===== config.mk =====
export PLATFORM = sky130hd
export DESIGN_NAME = mskkey_load_ctrl
export DESIGN_NICKNAME = d
export VERILOG_FILES = /design/src/rtl/mskkey_load_ctrl.sv
export SDC_FILE = /design/constraint.sdc
export NUM_CORES = 1
export LEC_CHECK = 0
export CORE_ASPECT_RATIO = 1.1
export CORE_MARGIN = 2
export CORE_UTILIZATION = 30
export DETAILED_ROUTE_END_ITERATION = 8
export GPL_ROUTABILITY_DRIVEN = 0
export PLACE_DENSITY = 0.87
export SYNTH_ARGS = -nofsm -noshare
export SYNTH_HDL_FRONTEND = slang
export SYNTH_SLANG_ARGS = --single-unit

===== constraint.sdc =====
create_clock -name clk -period 2.05 [get_ports clk]
set_input_delay 0.205 -clock clk [delete_from_list [all_inputs] [get_ports clk]]
set_output_delay 0.205 -clock clk [all_outputs]
set_load 0.05 [all_outputs]

===== src/rtl/mskkey_load_ctrl.sv =====
// mskkey_load_ctrl: sequences a masked key load into the key holder.
// Accepts a load command, waits for holder and AES core to go idle, pulses the
// holder's start, forwards d*N key words, then waits for the holder to finish.
// AES start requests are gated for the whole load, except that the inverse-mode
// last-round-key computation may start while the holder asks for it.
// Optional feature: define KEYLOAD_LOCK_EN to add the sticky `lock` input.
module mskkey_load_ctrl #(
  parameter int unsigned d = 2
) (
  input  logic        clk,
  input  logic        rst,
  input  logic        cmd_valid,
  output logic        cmd_ready,
  input  logic [1:0]  cmd_key_size,
  input  logic        cmd_mode_inverse,
  input  logic [31:0] key_data,
  input  logic        key_valid,
  output logic        key_ready,
  output logic        holder_start_fetch,
  output logic [1:0]  holder_key_size_cfg,
  output logic        holder_mode_inverse,
  output logic [31:0] holder_data_in,
  output logic        holder_data_in_valid,
  input  logic        holder_data_in_ready,
  input  logic        holder_busy,
  input  logic        holder_last_key_req,
  input  logic        aes_busy,
  input  logic        aes_start_req,
  output logic        aes_start_grant,
  output logic        load_done,
  output logic        cmd_err
`ifdef KEYLOAD_LOCK_EN
  ,
  input  logic        lock
`endif
);

  localparam logic [1:0] KSIZE_128 = 2'b00;
  localparam logic [1:0] KSIZE_192 = 2'b01;
  localparam logic [1:0] KSIZE_256 = 2'b10;

  // Enough to count up to 8*d words (the largest key).
  localparam int unsigned CntW = $clog2(8 * d + 1);

  typedef enum logic [2:0] {
    StIdle,
    StArm,
    StStart,
    StStream,
    StWaitDone,
    StDone
  } state_e;

  state_e            state_q;
  logic [CntW-1:0]   cnt_q;
  logic [1:0]        size_q;
  logic              inv_q;
  logic              cmd_err_q;
  logic              locked;
  logic              size_legal;
  logic [CntW-1:0]   last_idx;
  logic              word_hs;

`ifdef KEYLOAD_LOCK_EN
  logic lock_q;

  // Sticky lock bit; only reset clears it.
  always_ff @(posedge clk) begin
    if (rst) begin
      lock_q <= 1'b0;
    end else if (lock) begin
      lock_q <= 1'b1;
    end
  end

  assign locked = lock_q;
`else
  assign locked = 1'b0;
`endif

  assign size_legal = (cmd_key_size == KSIZE_128) || (cmd_key_size == KSIZE_192) ||
                      (cmd_key_size == KSIZE_256);
  assign word_hs    = (state_q == StStream) && key_valid && holder_data_in_ready;

  // Index of the final word: d shares of N words each, minus one.
  always_comb begin
    last_idx = CntW'(d * 4 - 1);
    case (size_q)
      KSIZE_192: last_idx = CntW'(d * 6 - 1);
      KSIZE_256: last_idx = CntW'(d * 8 - 1);
      default:   last_idx = CntW'(d * 4 - 1);
    endcase
  end

  // Load sequencer with latched command fields and the registered reject pulse.
  always_ff @(posedge clk) begin
    if (rst) begin
      state_q   <= StIdle;
      cnt_q     <= '0;
      size_q    <= KSIZE_128;
      inv_q     <= 1'b0;
      cmd_err_q <= 1'b0;
    end else begin
      cmd_err_q <= 1'b0;
      case (state_q)
        StIdle: begin
          if (cmd_valid) begin
            if (!size_legal || locked) begin
              cmd_err_q <= 1'b1;
            end else begin
              size_q  <= cmd_key_size;
              inv_q   <= cmd_mode_inverse;
              cnt_q   <= '0;
              state_q <= StArm;
            end
          end
        end
        StArm: begin
          if (!holder_busy && !aes_busy) begin
            state_q <= StStart;
          end
        end
        StStart: begin
          state_q <= StStream;
        end
        StStream: begin
          if (word_hs) begin
            cnt_q <= cnt_q + CntW'(1);
            if (cnt_q == last_idx) begin
              state_q <= StWaitDone;
            end
          end
        end
        StWaitDone: begin
          if (!holder_busy) begin
            state_q <= StDone;
          end
        end
        StDone: begin
          state_q <= StIdle;
        end
        default: begin
          state_q <= StIdle;
        end
      endcase
    end
  end

  // Outputs decoded straight from the state register, plus the stream pass-through.
  always_comb begin
    cmd_ready            = (state_q == StIdle);
    holder_start_fetch   = (state_q == StStart);
    load_done            = (state_q == StDone);
    cmd_err              = cmd_err_q;
    holder_key_size_cfg  = size_q;
    holder_mode_inverse  = inv_q;
    holder_data_in       = (state_q == StStream) ? key_data : 32'h0;
    holder_data_in_valid = (state_q == StStream) && key_valid;
    key_ready            = (state_q == StStream) && holder_data_in_ready;
    // No AES start may collide with a fetch; inverse loads release one for the last key.
    aes_start_grant      = aes_start_req &&
                           (((state_q == StIdle) && !holder_busy) ||
                            ((state_q == StWaitDone) && holder_last_key_req));
  end

endmodule


==> results of run 1 <==
-- synth_stat cells --
cell type,number
sky130_fd_sc_hd__ha_1,2
sky130_fd_sc_hd__and2b_2,1
sky130_fd_sc_hd__a21boi_2,1
sky130_fd_sc_hd__and2_1,1
sky130_fd_sc_hd__a21o_1,1
sky130_fd_sc_hd__mux2i_1,1
sky130_fd_sc_hd__nor3_1,1
sky130_fd_sc_hd__clkbuf_1,8
sky130_fd_sc_hd__a21oi_1,5
sky130_fd_sc_hd__xor2_1,2
sky130_fd_sc_hd__a22oi_4,1
sky130_fd_sc_hd__o211ai_1,1
sky130_fd_sc_hd__nand2_1,6
sky130_fd_sc_hd__and4_2,1
sky130_fd_sc_hd__nor2_1,4
sky130_fd_sc_hd__buf_6,2
sky130_fd_sc_hd__a22oi_1,2
sky130_fd_sc_hd__a211oi_1,1
sky130_fd_sc_hd__nor2b_1,3
sky130_fd_sc_hd__nor3_4,1
sky130_fd_sc_hd__a21boi_1,2
sky130_fd_sc_hd__and3_1,36
sky130_fd_sc_hd__dfxtp_1,12
sky130_fd_sc_hd__nand3_1,5
sky130_fd_sc_hd__or4b_1,1
sky130_fd_sc_hd__o21bai_1,1
sky130_fd_sc_hd__clkbuf_2,1
sky130_fd_sc_hd__o41ai_1,1
sky130_fd_sc_hd__and4_1,1
sky130_fd_sc_hd__inv_1,3
sky130_fd_sc_hd__o21ai_0,4
sky130_fd_sc_hd__or3_1,2
sky130_fd_sc_hd__and3_2,1
sky130_fd_sc_hd__a2111oi_0,1
-- critical path, delay by kind of cell, from the launching register on --
family / cells / cell delay, ns
simple gates: 2 / 0.80
flops: 1 / 0.42
buf+inv: 1 / 0.15
-- power breakdown --
part	switching [W]	internal, W
logic	0.000137	0.000147
registers	0.00000506	0.000240
clock network	0.0000749	0.000108
total	0.000217	0.000495
-- layout make-up --
| cell class | instances | area share [%] |
|---|---|---|
| Tap cell | 33 | 1.91 |
| Sequential cell | 12 | 11.1 |
| Inverter | 3 | 0.520 |
| Multi-Input combinational cell | 90 | 27.7 |
| Clock buffer | 4 | 1.68 |
| Timing Repair Buffer | 89 | 57.1 |
-- sequential cells by signal, indices dropped and copies added (netlist names) --
register	count
holder_mode_inverse	1
holder_key_size_cfg	2
cnt_q	5
cmd_err	1
state_q	3
-- routing by layer --
layer	global-route usage [%]	share of wire (%)	vias to the layer above
met3	6.21	9.0	12
met2	38.7	53	91
li1	-	-	585
met1	23.9	36	581
met5	0	0	-
met4	8.50	2.4	0
-- placed cells by master (no fill, tap or decap), drive strengths merged, types with 4 or more instances in the layout --
| cell | netlist | routed |
|---|---|---|
| clkbuf | 9 | 4 |
| buf | 2 | 42 |
| o21ai | 4 | 4 |
| nand2 | 6 | 6 |
| clkdlybuf4s50 | 0 | 47 |
| and3 | 37 | 37 |
| dfxtp | 12 | 12 |
| a21oi | 5 | 5 |
| nand3 | 5 | 5 |
| nor2 | 4 | 4 |
-- logic make-up after synthesis --
logic type      synth area share (%)
compound gates                  17.1
xor+xnor                        1.93
fa+ha+maj                       2.75
buf+inv                         7.58
flops                           26.4
mux                             1.10
simple gates                    43.1
-- how the worst max path moves through the flow --
stage	depth (start not counted)	endpoint	slack (ns)
after detailed placement	5	cnt_q[3]	0.20
after CTS	3	key_ready	0.10
after global placement	5	cnt_q[2]	0.29
after floorplan	5	cnt_q[2]	0.21
final	3	holder_data_in[0]	0.20
after global routing	3	holder_data_in[18]	0.1
-- stage by stage --
step	utilization, %	cell area, um^2	std cells	hold WS (ns)	power, W
2_1_floorplan	-	908	116	0.353	0.000380
3_3_place_gp	75.3	2130	227	0.442	0.000522
3_5_place_dp	75.3	2130	227	0.451	0.000533
4_1_cts	76.5	2160	231	0.462	0.000717
5_1_grt	76.6	2170	231	0.487	0.000753
6_report	76.6	2170	231	0.462	0.000712
-- repair_timing --
action | 4_1_cts | 5_1_grt
setup buffers | 0 | 0
gates resized for setup | 0 | 1
endpoints found under the setup margin | 0 | 14
hold endpoints to repair | 0 | 0
==> impl_summary.txt, run 1 <==
----------------------------------------------------
[Run status]
  Status ... complete, no violations

[Floorplanning]
  Starting density of the core ... roughly a third
  Horizontal die dimension ... roughly 56 um
  Die area ... around 3500 um^2
  Core footprint ... approximately 2800 um^2
  Number of rows in the core area ... 20
  Num ports ... 86
  Height of the die ... around 62 um

[Logic synthesis]
  Yosys Warn Count ... 0
  Largest cells by area after synthesis ... sky130_fd_sc_hd__dfxtp_1 26%, sky130_fd_sc_hd__and3_1 25%, sky130_fd_sc_hd__clkbuf_1 3.3%
  Largest area contributor in the netlist ... sky130_fd_sc_hd__dfxtp_1
  Cells after Synth ... between 100 and 150
  Post-Synthesis Net Count ... 162
  Avg Cell Area, Syn ... 7.83 um^2
  Post-synthesis instance area ... between 900 and 1000 um^2
  Register bit total from synthesis ... 12
  Share of Yosys cell area claimed by the top area cell type ... 26.4%
  Share of the yosys chip area belonging to registers ... between 20% and 30%
  Synth cell types ... 34

[Clock network]
  Total clock buffers created by CTS ... 3
  Total number of clock tree sinks ... 12
  Clock latency at the later pin of the worst-skew pair ... approximately 0.27 ns
  TritonCTS clock tree ... built
  Max H-tree Level ... 1
  Clock slew seen by the registers of the worst setup and hold paths ... around 0.07 ns
  # hold bufs at CTS ... 0
  Root Buffer ... sky130_fd_sc_hd__clkbuf_4
  Maximum buffer depth of the clock tree ... 2

[Final layout]
  Number of diodes ... 0
  Proportion of layout cells with a drive suffix above 1 ... about a quarter
  Relative area change from synthesis to final layout ... 138%
  Multi-input combinational cell area ... between 600 and 700 um^2
  Number of nets in the layout ... 245
  # fillers ... ~180
  FF+latch area ... about 240 um^2

[STA]
  Unrepaired setup endpoints after global routing ... false
  Share of the cycle needed by the critical path after routing ... 90.4%
  Minimum clock period ... ~1.9 ns
  Maximum achievable frequency ... about 0.54 GHz
  Total negative slack for setup checks ... 0 ns
  Setup skew after layout ... 0.00315 ns
  Count of final setup violators ... 0
  Worst Max-Slew Pin Slew ... just under 0.5 ns
  Pins Over Slew Limit ... 0
  PnR worst setup slack ... between 0.15 and 0.2 ns
  Worst slew slack as a fraction of its limit ... about 67%
  Final hold violations ... 0

[Detailed routing]
  Detailed Route Iter0 Violations ... 45
  Number of nets still failing antenna checks after routing ... 0
  Average wire per cell in the routed design ... ~16 um
  Vias after detailed routing ... 1269
  Post-detailed-route DRC marker count ... 0
  Drt first pass iters ... 5
  Total length of routed wires ... between 3000 and 4000 um
  Number of vias per cell ... 5.49

[Global routing]
  Overall fraction of global-route tracks in use ... between 20% and 30%
  Maximum number of pins on one net before global-route repair ... 38
  Congestion Overflow GR ... 0
  Vias in the first global route ... roughly 1300
  Initial antenna violation count ... 0
  First-pass GRT wire length ... 5810 um

[Min path]
  Hold Path Sink ... holder_mode_inverse
  Type of the worst min-delay path ... register to register
  Hold depth ... 2
  Worst hold start ... holder_mode_inverse

[Setup path]
  Launch point of the worst reg-to-reg path ... state_q[2]
  Cell with the largest stage delay on the worst path ... sky130_fd_sc_hd__and2b_4
  Maximum fanout encountered on the critical timing path ... 37
  Cell Chain, Critical Path ... and2b_4 > and3_1 > buf_12
  Required time of the critical path ... between 1.5 and 2 ns
  Class of the most critical setup path ... register to output pin
  End of the worst register-to-register path ... cnt_q[2]
  Crit path launch ... state_q[2]
  Worst Path Arrival ... between 1.5 and 2 ns
  Type of element capturing the critical path ... output pin
  Startpoint kind of the worst setup timing path ... register
  Number of cells on the worst reg-to-reg path ... 4
  Worst setup slack for register-to-register paths ... 0.31 ns
  Largest stage delay, worst path ... ~0.52 ns

[Place]
  Count of buffers from port buffering ... 85
  Post-placement worst setup slack ... just under 0.2 ns
  DP Wirelength ... 3060 um

[Pwr]
  Worst-case vdd ir drop ... between 0.0003 and 0.0004 V
  P_leak ... around 1.0 nW
  Power density over the cells ... roughly 330 nW/um^2

[Flow run]
  Number of max-cap violations ... 0

----------------------------------------------------
Note: power is estimated with default switching activity, not from simulation.
==> inputs of run 2 (changes only) <==
SKIP_LAST_GASP = 1   (was unset)
clock period = 2.1 ns   (was 2.05 ns; I/O delays follow)
==> run 2 against run 1 <==
Effect of this change: wire length decreased by 3.9%; first-iteration DRC count decreased by 64%; utilization decreased by 0.53 points; total power decreased by 0.19%; critical path type unchanged; critical endpoint is now holder_data_in[17].
==> impl_summary.txt, run 2 (synthesis results as in run 1) <==
----------------------------------------------------
[STA]
  Total negative slack for setup checks ... 0 ns (unchanged)
  PnR worst setup slack ... 0.157 ns (-0.0391 ns)
  Unrepaired setup endpoints after global routing ... false
  Pins Over Slew Limit ... 0 (unchanged)
  Hold WS ... 0.462 ns (-0.0000770 ns)
  Setup skew after layout ... 0.00393 ns (+0.000778 ns)
  Maximum achievable frequency ... ~0.5 GHz
  Final hold violations ... 0 (unchanged)
  Count of final setup violators ... 0 (unchanged)
  Worst Max-Slew Pin Slew ... 0.462 ns (-0.0326 ns)
  Share of the cycle needed by the critical path after routing ... roughly 93%
  Worst slew slack as a fraction of its limit ... 68.4% (+1.5 points)
  Minimum clock period ... ~2 ns

[Clock network]
  Total number of clock tree sinks ... 12 (unchanged)
  Total clock buffers created by CTS ... 3 (unchanged)
  Clock latency at the later pin of the worst-skew pair ... 0.29 ns (+0.02 ns)
  Maximum buffer depth of the clock tree ... 2 (unchanged)
  Max H-tree Level ... 1 (unchanged)
  TritonCTS clock tree ... built
  Clock slew seen by the registers of the worst setup and hold paths ... 0.08 ns (about the same)
  Root Buffer ... sky130_fd_sc_hd__clkbuf_4
  Setup fix buffers added after clock tree synthesis ... 0 (unchanged)

[Floorplanning]
  Starting density of the core ... 32.1% (unchanged)
  Height of the die ... 61.7 um (unchanged)
  Die area ... 3480 um^2 (unchanged)
  Num ports ... 86 (unchanged)
  Number of rows in the core area ... 20 (unchanged)
  Core footprint ... 2830 um^2 (unchanged)
  Horizontal die dimension ... 56.5 um (unchanged)

[Min path]
  Worst hold start ... holder_mode_inverse
  Hold depth ... 2 (unchanged)
  Hold Path Sink ... holder_mode_inverse
  Type of the worst min-delay path ... register to register

[Setup path]
  Worst Path Arrival ... 1.73 ns (+0.08 ns)
  Maximum fanout encountered on the critical timing path ... 37 (unchanged)
  Number of cells on the worst reg-to-reg path ... 4 (unchanged)
  Type of element capturing the critical path ... output pin
  Class of the most critical setup path ... register to output pin
  End of the worst register-to-register path ... cnt_q[2]
  Worst setup slack for register-to-register paths ... 0.34 ns (+0.03 ns)
  Required time of the critical path ... 1.89 ns (+0.04 ns)
  Launch point of the worst reg-to-reg path ... state_q[0]
  Startpoint kind of the worst setup timing path ... register

[Global routing]
  Vias in the first global route ... 1260 (-2.9%)
  Overall fraction of global-route tracks in use ... 21.3% (-0.026 points)
  Maximum number of pins on one net before global-route repair ... 39 (+2.6%)
  Initial antenna violation count ... 0 (unchanged)
  Congestion Overflow GR ... 0 (unchanged)
  First-pass GRT wire length ... 5640 um (-2.8%)

[Detailed routing]
  Total length of routed wires ... 3610 um (-3.9%)
  Post-detailed-route DRC marker count ... 0 (unchanged)
  Vias after detailed routing ... 1200 (-5.4%)
  Average wire per cell in the routed design ... 15.8 um (-3.1%)
  Number of vias per cell ... 5.24 (-4.6%)
  Detailed Route Iter0 Violations ... 16 (-64%)
  Number of nets still failing antenna checks after routing ... 0 (unchanged)
  Drt first pass iters ... 4 (-1)

[Final layout]
  Proportion of layout cells with a drive suffix above 1 ... 25.5% (-0.75 points)
  Most frequent cells in the layout ... 47 x sky130_fd_sc_hd__clkdlybuf4s50_1, 36 x sky130_fd_sc_hd__and3_1, 36 x sky130_fd_sc_hd__buf_12
  Relative area change from synthesis to final layout ... 137%
  Largest Register ... cnt_q
  Number of diodes ... 0 (unchanged)
  Most frequent standard cell in the layout excluding fill and tap cells ... sky130_fd_sc_hd__clkdlybuf4s50_1
  Number of nets in the layout ... 243 (-0.82%)
  Max FFs per register ... 5 (unchanged)

[Pwr]
  P_leak ... 1.00 nW (-1.0%)
  Worst-case vdd ir drop ... 0.000371 V (+4.8%)
  Final total power ... 0.000710 W (-0.19%)
  Power density over the cells ... 330 nW/um^2 (+0.50%)

[Run status]
  Status ... complete, no violations

[Place]
  DP Wirelength ... 2950 um (-3.6%)
  Post-placement worst setup slack ... 0.248 ns (+0.0501 ns)
  Count of buffers from port buffering ... 85 (unchanged)

[Flow run]
  Number of max-cap violations ... 0 (unchanged)

----------------------------------------------------
[run 2: cell type report]
type / instances / area [um^2]
inverters: 3 / 11.3
repair buffers: 87 / 1220
well taps: 33 / 41.3
multi-input cells: 90 / 601
clock buffers: 4 / 36.3
flip-flops and latches: 12 / 240
fillers: 172 / 677
[run 2: metrics by stage]
step	cell area, um^2	utilization, %	std cells
floorplan	908	-	116
global placement	2110	74.7	225
detailed placement	2110	74.7	225
CTS	2150	76.0	229
global route	2150	76.1	229
finish	2150	76.1	229
[run 2: metal layers]
metal,wire length (um),vias up,global-route usage [%]
met1,1260,539,22.0
met2,1920,72,38.0
li1,-,582,-
met3,351,7,8.70
met5,0,-,0
met4,83,0,10.9
[run 2: critical path: stages, from the launching register on]
cell and delay, ns:
sky130_fd_sc_hd__dfxtp_1 0.54, sky130_fd_sc_hd__and2b_4 0.46, sky130_fd_sc_hd__and3_1 0.28, sky130_fd_sc_hd__buf_12 0.15
[run 2: how the worst max path moves through the flow]
stage,start,endpoint,cells after the start
2_1_floorplan,state_q[2],cnt_q[2],5
3_3_place_gp,cmd_valid,cnt_q[2],5
3_5_place_dp,cmd_valid,cnt_q[2],5
4_1_cts,state_q[0],holder_data_in[17],3
5_1_grt,state_q[0],holder_data_in[5],3
6_report,state_q[0],holder_data_in[17],3
[run 2: repair_timing]
| item | 4_1_cts | 5_1_grt |
|---|---|---|
| gates resized for setup | 0 | 1 |
| endpoints found under the setup margin | 0 | 34 |
| hold buffers | 0 | 0 |
[run 2: report_power, final]
| part | total [W] | internal (W) | switching (W) |
|---|---|---|---|
| clock network | 0.000199 | 0.000106 | 0.0000928 |
| registers | 0.000243 | 0.000234 | 0.00000903 |
| logic | 0.000268 | 0.000140 | 0.000128 |
| total | 0.000710 | 0.000480 | 0.000230 |
==> inputs of run 3 (changes only) <==
SETUP_SLACK_MARGIN = 0.05   (was unset)
==> results of run 3 <==
Same layout as run 2: the final DEF is identical, and so are final timing and power.
